==> src/rtl/mem_pkg.sv <==
// Shared memory-op encodings, LSU error codes and FSM states.
// Helpers: is_load(op), op_bytes(op).
package mem_pkg;

  typedef enum logic [2:0] {
    LB  = 3'd0,
    LBU = 3'd1,
    LH  = 3'd2,
    LHU = 3'd3,
    LW  = 3'd4,
    SB  = 3'd5,
    SH  = 3'd6,
    SW  = 3'd7
  } mem_op_t;

  typedef enum logic [1:0] {
    ERR_OK         = 2'b00,
    ERR_MISALIGNED = 2'b01,
    ERR_RANGE      = 2'b10
  } lsu_err_t;

  typedef enum logic [1:0] {
    S_IDLE,
    S_ACCESS,
    S_WAIT,
    S_RESP
  } lsu_state_t;

  function automatic logic is_load(mem_op_t op);
    return op inside {LB, LBU, LH, LHU, LW};
  endfunction

  function automatic logic [2:0] op_bytes(mem_op_t op);
    logic [2:0] n;
    case (op)
      LB, LBU, SB: n = 3'd1;
      LH, LHU, SH: n = 3'd2;
      default:     n = 3'd4;
    endcase
    return n;
  endfunction

endpackage

==> src/rtl/lsu_ctrl_if.sv <==
// Execute-side request/response handshake plus data_memory pins.
// master: core + memory side; slave: lsu_ctrl.
interface lsu_ctrl_if;
  import mem_pkg::*;

  logic        req_valid;
  logic        req_ready;
  mem_op_t     req_op;
  logic [31:0] req_addr;
  logic [31:0] req_wdata;
  logic [4:0]  req_rd;

  logic        resp_valid;
  logic        resp_ready;
  logic [31:0] resp_rdata;
  logic [4:0]  resp_rd;
  logic        resp_is_load;
  lsu_err_t    resp_err;

  logic        mem_read;
  logic        mem_write;
  logic [31:0] mem_addr;
  mem_op_t     mem_fun3;
  logic [31:0] mem_wdata;
  logic [31:0] mem_rdata;

  modport master (
    output req_valid, req_op, req_addr,
    output req_wdata, req_rd, resp_ready,
    output mem_rdata,
    input  req_ready, resp_valid,
    input  resp_rdata, resp_rd,
    input  resp_is_load, resp_err,
    input  mem_read, mem_write,
    input  mem_addr, mem_fun3, mem_wdata
  );

  modport slave (
    input  req_valid, req_op, req_addr,
    input  req_wdata, req_rd, resp_ready,
    input  mem_rdata,
    output req_ready, resp_valid,
    output resp_rdata, resp_rd,
    output resp_is_load, resp_err,
    output mem_read, mem_write,
    output mem_addr, mem_fun3, mem_wdata
  );

endinterface

==> src/rtl/lsu_align_check.sv <==
// Combinational fault check: (op, addr) -> lsu_err_t.
// Misalignment wins over out-of-range.
module lsu_align_check
  import mem_pkg::*;
#(
  parameter int DEPTH = 1024
) (
  input  mem_op_t     op,
  input  logic [31:0] addr,
  output lsu_err_t    err
);

  localparam logic [32:0] LIMIT = 33'(DEPTH) << 2;

  logic [31:0] mask;
  logic        misal;
  logic        oor;

  assign mask  = 32'(op_bytes(op)) - 32'd1;
  assign misal = |(addr & mask);
  assign oor   = {1'b0, addr} >= LIMIT;

  always_comb begin
    err = ERR_OK;
    if (misal)    err = ERR_MISALIGNED;
    else if (oor) err = ERR_RANGE;
  end

endmodule

==> src/rtl/lsu_ctrl.sv <==
// Load/store controller in front of data_memory: one request at a time.
// Ports: clk, reset (async high), bus (lsu_ctrl_if.slave).
module lsu_ctrl
  import mem_pkg::*;
#(
  parameter int DEPTH  = 1024,
  parameter int RD_LAT = 0
) (
  input  logic       clk,
  input  logic       reset,
  lsu_ctrl_if.slave  bus
);

  localparam logic [2:0] LAT = 3'(RD_LAT);

  lsu_state_t  state;
  lsu_state_t  state_n;
  logic [2:0]  cnt;
  lsu_err_t    chk_err;
  logic        accept;
  logic        ld_q;

  logic [31:0] addr_q;
  mem_op_t     fun3_q;
  logic [31:0] wdata_q;
  logic [31:0] rdata_q;
  logic [4:0]  rd_q;
  logic        is_ld_q;
  lsu_err_t    err_q;

  lsu_align_check #(
    .DEPTH (DEPTH)
  ) u_chk (
    .op   (bus.req_op),
    .addr (bus.req_addr),
    .err  (chk_err)
  );

  assign accept = bus.req_valid && (state == S_IDLE);
  assign ld_q   = is_load(fun3_q);

  always_ff @(posedge clk or posedge reset) begin
    if (reset) state <= S_IDLE;
    else       state <= state_n;
  end

  always_comb begin
    state_n = state;
    unique case (state)
      S_IDLE: begin
        if (accept) begin
          if (chk_err != ERR_OK) state_n = S_RESP;
          else                   state_n = S_ACCESS;
        end
      end
      S_ACCESS: begin
        if (ld_q && (RD_LAT != 0)) state_n = S_WAIT;
        else                       state_n = S_RESP;
      end
      S_WAIT: begin
        if (cnt == 3'd1) state_n = S_RESP;
      end
      S_RESP: begin
        if (bus.resp_ready) state_n = S_IDLE;
      end
      default: state_n = S_IDLE;
    endcase
  end

  // Strobes decode straight from state so reset drops them at once.
  always_comb begin
    bus.req_ready  = (state == S_IDLE);
    bus.resp_valid = (state == S_RESP);
    bus.mem_read   = (state == S_ACCESS) && ld_q;
    bus.mem_write  = (state == S_ACCESS) && !ld_q;
  end

  // Memory pins only move on a clean accept, so faults
  // leave the last ACCESS values on the bus.
  always_ff @(posedge clk or posedge reset) begin
    if (reset) begin
      addr_q  <= '0;
      fun3_q  <= LB;
      wdata_q <= '0;
      rdata_q <= '0;
      rd_q    <= '0;
      is_ld_q <= 1'b0;
      err_q   <= ERR_OK;
      cnt     <= '0;
    end else begin
      if (accept) begin
        rd_q    <= bus.req_rd;
        is_ld_q <= is_load(bus.req_op);
        err_q   <= chk_err;
        rdata_q <= '0;
        if (chk_err == ERR_OK) begin
          addr_q  <= bus.req_addr;
          fun3_q  <= bus.req_op;
          wdata_q <= bus.req_wdata;
        end
      end
      if ((state == S_ACCESS) && ld_q) begin
        if (RD_LAT == 0) rdata_q <= bus.mem_rdata;
        else             cnt     <= LAT;
      end
      if (state == S_WAIT) begin
        cnt <= cnt - 3'd1;
        if (cnt == 3'd1) rdata_q <= bus.mem_rdata;
      end
    end
  end

  assign bus.mem_addr     = addr_q;
  assign bus.mem_fun3     = fun3_q;
  assign bus.mem_wdata    = wdata_q;
  assign bus.resp_rdata   = rdata_q;
  assign bus.resp_rd      = rd_q;
  assign bus.resp_is_load = is_ld_q;
  assign bus.resp_err     = err_q;

endmodule

==> src/flat_wrapper.sv <==
// flat-port wrapper written by rule: the top's interface ports become plain ports
module lsu_ctrl_flat import mem_pkg::*;
#(
  parameter int DEPTH  = 1024,
  parameter int RD_LAT = 0
)
  (clk, reset, bus_req_valid, bus_req_op, bus_req_addr, bus_req_wdata, bus_req_rd, bus_resp_ready, bus_mem_rdata, bus_req_ready, bus_resp_valid, bus_resp_rdata, bus_resp_rd, bus_resp_is_load, bus_resp_err, bus_mem_read, bus_mem_write, bus_mem_addr, bus_mem_fun3, bus_mem_wdata);
  lsu_ctrl_if bus_i ();
  input  logic clk;
  input  logic reset;
  input wire logic [$bits(bus_i.req_valid)-1:0] bus_req_valid;
  input wire logic [$bits(bus_i.req_op)-1:0] bus_req_op;
  input wire logic [$bits(bus_i.req_addr)-1:0] bus_req_addr;
  input wire logic [$bits(bus_i.req_wdata)-1:0] bus_req_wdata;
  input wire logic [$bits(bus_i.req_rd)-1:0] bus_req_rd;
  input wire logic [$bits(bus_i.resp_ready)-1:0] bus_resp_ready;
  input wire logic [$bits(bus_i.mem_rdata)-1:0] bus_mem_rdata;
  output wire logic [$bits(bus_i.req_ready)-1:0] bus_req_ready;
  output wire logic [$bits(bus_i.resp_valid)-1:0] bus_resp_valid;
  output wire logic [$bits(bus_i.resp_rdata)-1:0] bus_resp_rdata;
  output wire logic [$bits(bus_i.resp_rd)-1:0] bus_resp_rd;
  output wire logic [$bits(bus_i.resp_is_load)-1:0] bus_resp_is_load;
  output wire logic [$bits(bus_i.resp_err)-1:0] bus_resp_err;
  output wire logic [$bits(bus_i.mem_read)-1:0] bus_mem_read;
  output wire logic [$bits(bus_i.mem_write)-1:0] bus_mem_write;
  output wire logic [$bits(bus_i.mem_addr)-1:0] bus_mem_addr;
  output wire logic [$bits(bus_i.mem_fun3)-1:0] bus_mem_fun3;
  output wire logic [$bits(bus_i.mem_wdata)-1:0] bus_mem_wdata;
  assign bus_i.req_valid = bus_req_valid;
  assign bus_i.req_op = bus_req_op;
  assign bus_i.req_addr = bus_req_addr;
  assign bus_i.req_wdata = bus_req_wdata;
  assign bus_i.req_rd = bus_req_rd;
  assign bus_i.resp_ready = bus_resp_ready;
  assign bus_i.mem_rdata = bus_mem_rdata;
  assign bus_req_ready = bus_i.req_ready;
  assign bus_resp_valid = bus_i.resp_valid;
  assign bus_resp_rdata = bus_i.resp_rdata;
  assign bus_resp_rd = bus_i.resp_rd;
  assign bus_resp_is_load = bus_i.resp_is_load;
  assign bus_resp_err = bus_i.resp_err;
  assign bus_mem_read = bus_i.mem_read;
  assign bus_mem_write = bus_i.mem_write;
  assign bus_mem_addr = bus_i.mem_addr;
  assign bus_mem_fun3 = bus_i.mem_fun3;
  assign bus_mem_wdata = bus_i.mem_wdata;
  lsu_ctrl #(.DEPTH(DEPTH), .RD_LAT(RD_LAT)) u_core (.clk(clk), .reset(reset), .bus(bus_i));
endmodule
==> config.mk <==
export PLATFORM = sky130hd
export DESIGN_NAME = lsu_ctrl_flat
export DESIGN_NICKNAME = d
export VERILOG_FILES = /design/src/rtl/mem_pkg.sv /design/src/rtl/lsu_ctrl_if.sv /design/src/rtl/lsu_align_check.sv /design/src/rtl/lsu_ctrl.sv /design/src/flat_wrapper.sv
export SDC_FILE = /design/constraint.sdc
export NUM_CORES = 1
export LEC_CHECK = 0
export ABC_CLOCK_PERIOD_IN_PS = 6900
export BUFFER_PORTS_ARGS = -buffer_cell sky130_fd_sc_hd__buf_2
export CAP_MARGIN = 20
export CORE_MARGIN = 3
export CORE_UTILIZATION = 45
export CTS_CLUSTER_SIZE = 40
export DETAILED_ROUTE_END_ITERATION = 10
export PLACE_DENSITY = 0.78
export SYNTH_ARGS = -nofsm -noshare
export SYNTH_HDL_FRONTEND = slang
export SYNTH_SLANG_ARGS = --single-unit
==> constraint.sdc <==
create_clock -name clk -period 6.9 [get_ports clk]
set_clock_uncertainty 0.15 [all_clocks]
set_input_delay 1.035 -clock clk [delete_from_list [all_inputs] [get_ports clk]]
set_output_delay 1.035 -clock clk [all_outputs]
set_load 0.05 [all_outputs]
==> run metrics <==
status=finished, final reports clean; # setup viols final=0; Yosys reg bits=112; post-CTS setup buffers=0; post-synthesis cell count=~370; startpoint types=input port; setup_tns=0 ns; sequential fraction of the synthesis area=62.20%; Placed Area=5713 µm²; Cell variety after synth=33; antenna violations before repair=0; Diodes inserted=0; storage element area=2803 µm²; number of global-route vias before repair=3,520; Multi-input gate area=1599 µm²; Sink Count=112; Hold WC Path Type=reg -> reg; Nets=700; CP max-delay cell=buf_4; Chip Height=106.1 µm; Worst EP arrival=approximately 3.3 ns; Final Power=about 2.1 mW; io pins=219; EDFF count, synth=0; crit-path max FO=67; Worst setup EP type=flop; fmax=0.3168 GHz; PostCTS Resize Cnt=0; RSZ-0062 raised after global routing=false; YS warnings=0; Max Slew Vio Count=0; hold path depth=1; DRT Pass-1 Iters=6; Finished Layout Cells=between 700 and 800; gr usage total=19.07%; most frequent cells in the layout=buf_2 (218), dfrtp_1 (112), nand2_1 (70), mux2_2 (40), o21ai_0 (36); Worst-Skew Late Latency=0.35 ns; VDD IR-drop max=0.3030 mV; Initial Util=between 40 and 50%; pwr dens=about 360 nW/µm²; most common library cell in the layout ignoring fill and taps=buf_2; number of remaining DRC errors=0; worst slew pin tran=0.7721 ns; Max stage delay on crit path=0.61 ns; Die Wd=106.1 µm; Routed Antenna Nets=0; Placed Cells=697; post-layout instance area=about 5900 µm²; Worst R2R Path Depth=6; via-per-instance ratio=4.838; post-synthesis area per instance=12.34 µm²; pre-CTS setup slack=3.330 ns; WP data required=roughly 7 ns; Synth Flop Type=dfrtp_1; syn_nets=484; LEAKAGE=between 3 and 4 nW; DR iter-0 viols=192; GPL Wtd Cong=approximately 0.77; H-tree depth=3; Hold Buf Count CTS=0; Area Overhead vs Synth=32.05%; Fillers=774; die footprint=11,250 µm²; ys async rst share=100.0%; IO buf count=218; slew margin rel.=48.53%; CTS Buf Count=9; routed via count=about 3,500; WS Path Type=in -> reg; Final Hold Viols=0; routed length per instance=approximately 15 µm; max-cap check violation count=0; first-pass GRT wire length=around 17,000 µm; routed wire length=around 11,000 µm; CTS tree=yes; clock transition at the registers of the reported paths=0.10 ns; core area=9503 µm²; cell chain of the critical path=buf_2 > inv_2 > a21oi_2 > ha_1 > nor2b_1 > a22o_1 > a221oi_4 > nand4_1 > buf_4 > mux2_2; CTS Root Cell=clkbuf_8; Final period util=45.75%; Final HPWL DP=8105 µm; Post-Synthesis Cell Area=4506 µm²; largest net degree at the start of global routing=68; Final min period=3.157 ns; final worst slack=3.743 ns; share of layout cells above drive strength 1=around half; clock tree buffer depth=2; grt ovf=0; std cell rows=35
-- cells in the mapped netlist, drive strengths merged, types with 2 or more instances --
master | number | area (µm²)
a21oi | 3 | 18.77
a31oi | 2 | 12.51
and2 | 22 | 137.6
buf | 5 | 28.78
clkbuf | 12 | 45.04
dfrtp | 112 | 2803
ha | 11 | 137.6
inv | 11 | 41.29
mux2 | 53 | 634.4
nand2 | 70 | 262.8
nand2b | 2 | 12.51
nor2 | 6 | 22.52
nor4 | 5 | 31.28
o21ai | 36 | 180.2
or4 | 2 | 15.01
xor2 | 2 | 17.52
-- layout make-up --
| cell class | instances | share of cell area [%] |
|---|---|---|
| well taps | 129 | 2.713 |
| repair buffers | 222 | 19.39 |
| flip-flops and latches | 112 | 47.11 |
| multi-input cells | 225 | 26.88 |
| clock buffers | 11 | 2.376 |
| inverters | 11 | 0.7361 |
| clock inverters | 5 | 0.7992 |
-- cells by family (layout without fill, tap and decap cells) --
kind of cell | after synthesis | in the layout | synth area share, %
AND/OR/NAND/NOR | 111 | 111 | 11.22
AO/OA/AOI/OAI | 46 | 46 | 6.082
flip-flops | 112 | 112 | 62.20
adder cells (fa/ha/maj) | 11 | 11 | 3.055
XOR/XNOR | 3 | 3 | 0.5833
multiplexers | 54 | 54 | 14.30
buffers and inverters | 28 | 249 | 2.555
-- sequential cells by signal (all words and copies together), names as in the netlist --
name,count
u_core.bus.resp_err,2
u_core.bus.resp_is_load,1
u_core.cnt,3
u_core.bus.mem_wdata,32
u_core.bus.resp_rd,5
u_core.bus.mem_fun3,3
u_core.bus.mem_addr,32
u_core.state,2
u_core.bus.resp_rdata,32
-- worst max-delay path: cells and delay by family --
| family | cells | cell delay, ns |
|---|---|---|
| AO/OA/AOI/OAI | 3 | 0.47 |
| adder cells (fa/ha/maj) | 1 | 0.16 |
| buffers and inverters | 3 | 0.77 |
| multiplexers | 1 | 0.41 |
| AND/OR/NAND/NOR | 2 | 0.36 |
-- worst paths after layout --
| kind | endpoint | startpoint | slack [ns] |
|---|---|---|---|
| max in group asynchronous | u_core.bus.resp_rdata[21]$_DFF_PP0_ | reset | 4.78 |
| hold reg to reg | u_core.cnt[2]$_DFFE_PP0N_ | u_core.cnt[2]$_DFFE_PP0N_ | 0.32 |
| setup / recovery | u_core.bus.mem_wdata[21]$_DFFE_PP0P_ | bus_req_op[0] | 3.74 |
| setup reg to reg | u_core.bus.mem_wdata[21]$_DFFE_PP0P_ | u_core.state[0]$_DFFE_PP0P_ | 4.32 |
| hold / removal | u_core.cnt[2]$_DFFE_PP0N_ | u_core.cnt[2]$_DFFE_PP0N_ | 0.32 |
| min in group asynchronous | u_core.bus.mem_addr[9]$_DFFE_PP0P_ | reset | 0.60 |
-- power breakdown --
part | switching (mW) | internal (mW)
clock | 0.224 | 0.149
combinational | 0.685 | 0.238
sequential | 0.0662 | 0.783
total | 0.975 | 1.17
-- routing by layer --
metal / routed length, µm / up-vias / part of all wire (%) / GRT usage, %
li1: - / 1651 / - / -
met1: 4579 / 1662 / 43 / 24.70
met2: 5291 / 140 / 50 / 32.97
met3: 720 / 6 / 6.8 / 4.007
met4: 68 / 0 / 0.64 / 4.533
met5: 0 / - / 0 / 0
-- stage by stage --
stage | hold slack [ns] | utilization, %
2_1_floorplan | 0.2866 | -
3_3_place_gp | 0.3078 | 60.12
3_5_place_dp | 0.3039 | 60.12
4_1_cts | 0.3211 | 62.11
5_1_grt | 0.3552 | 62.61
6_report | 0.3216 | 62.61
Power figures use the tool's default switching activity.
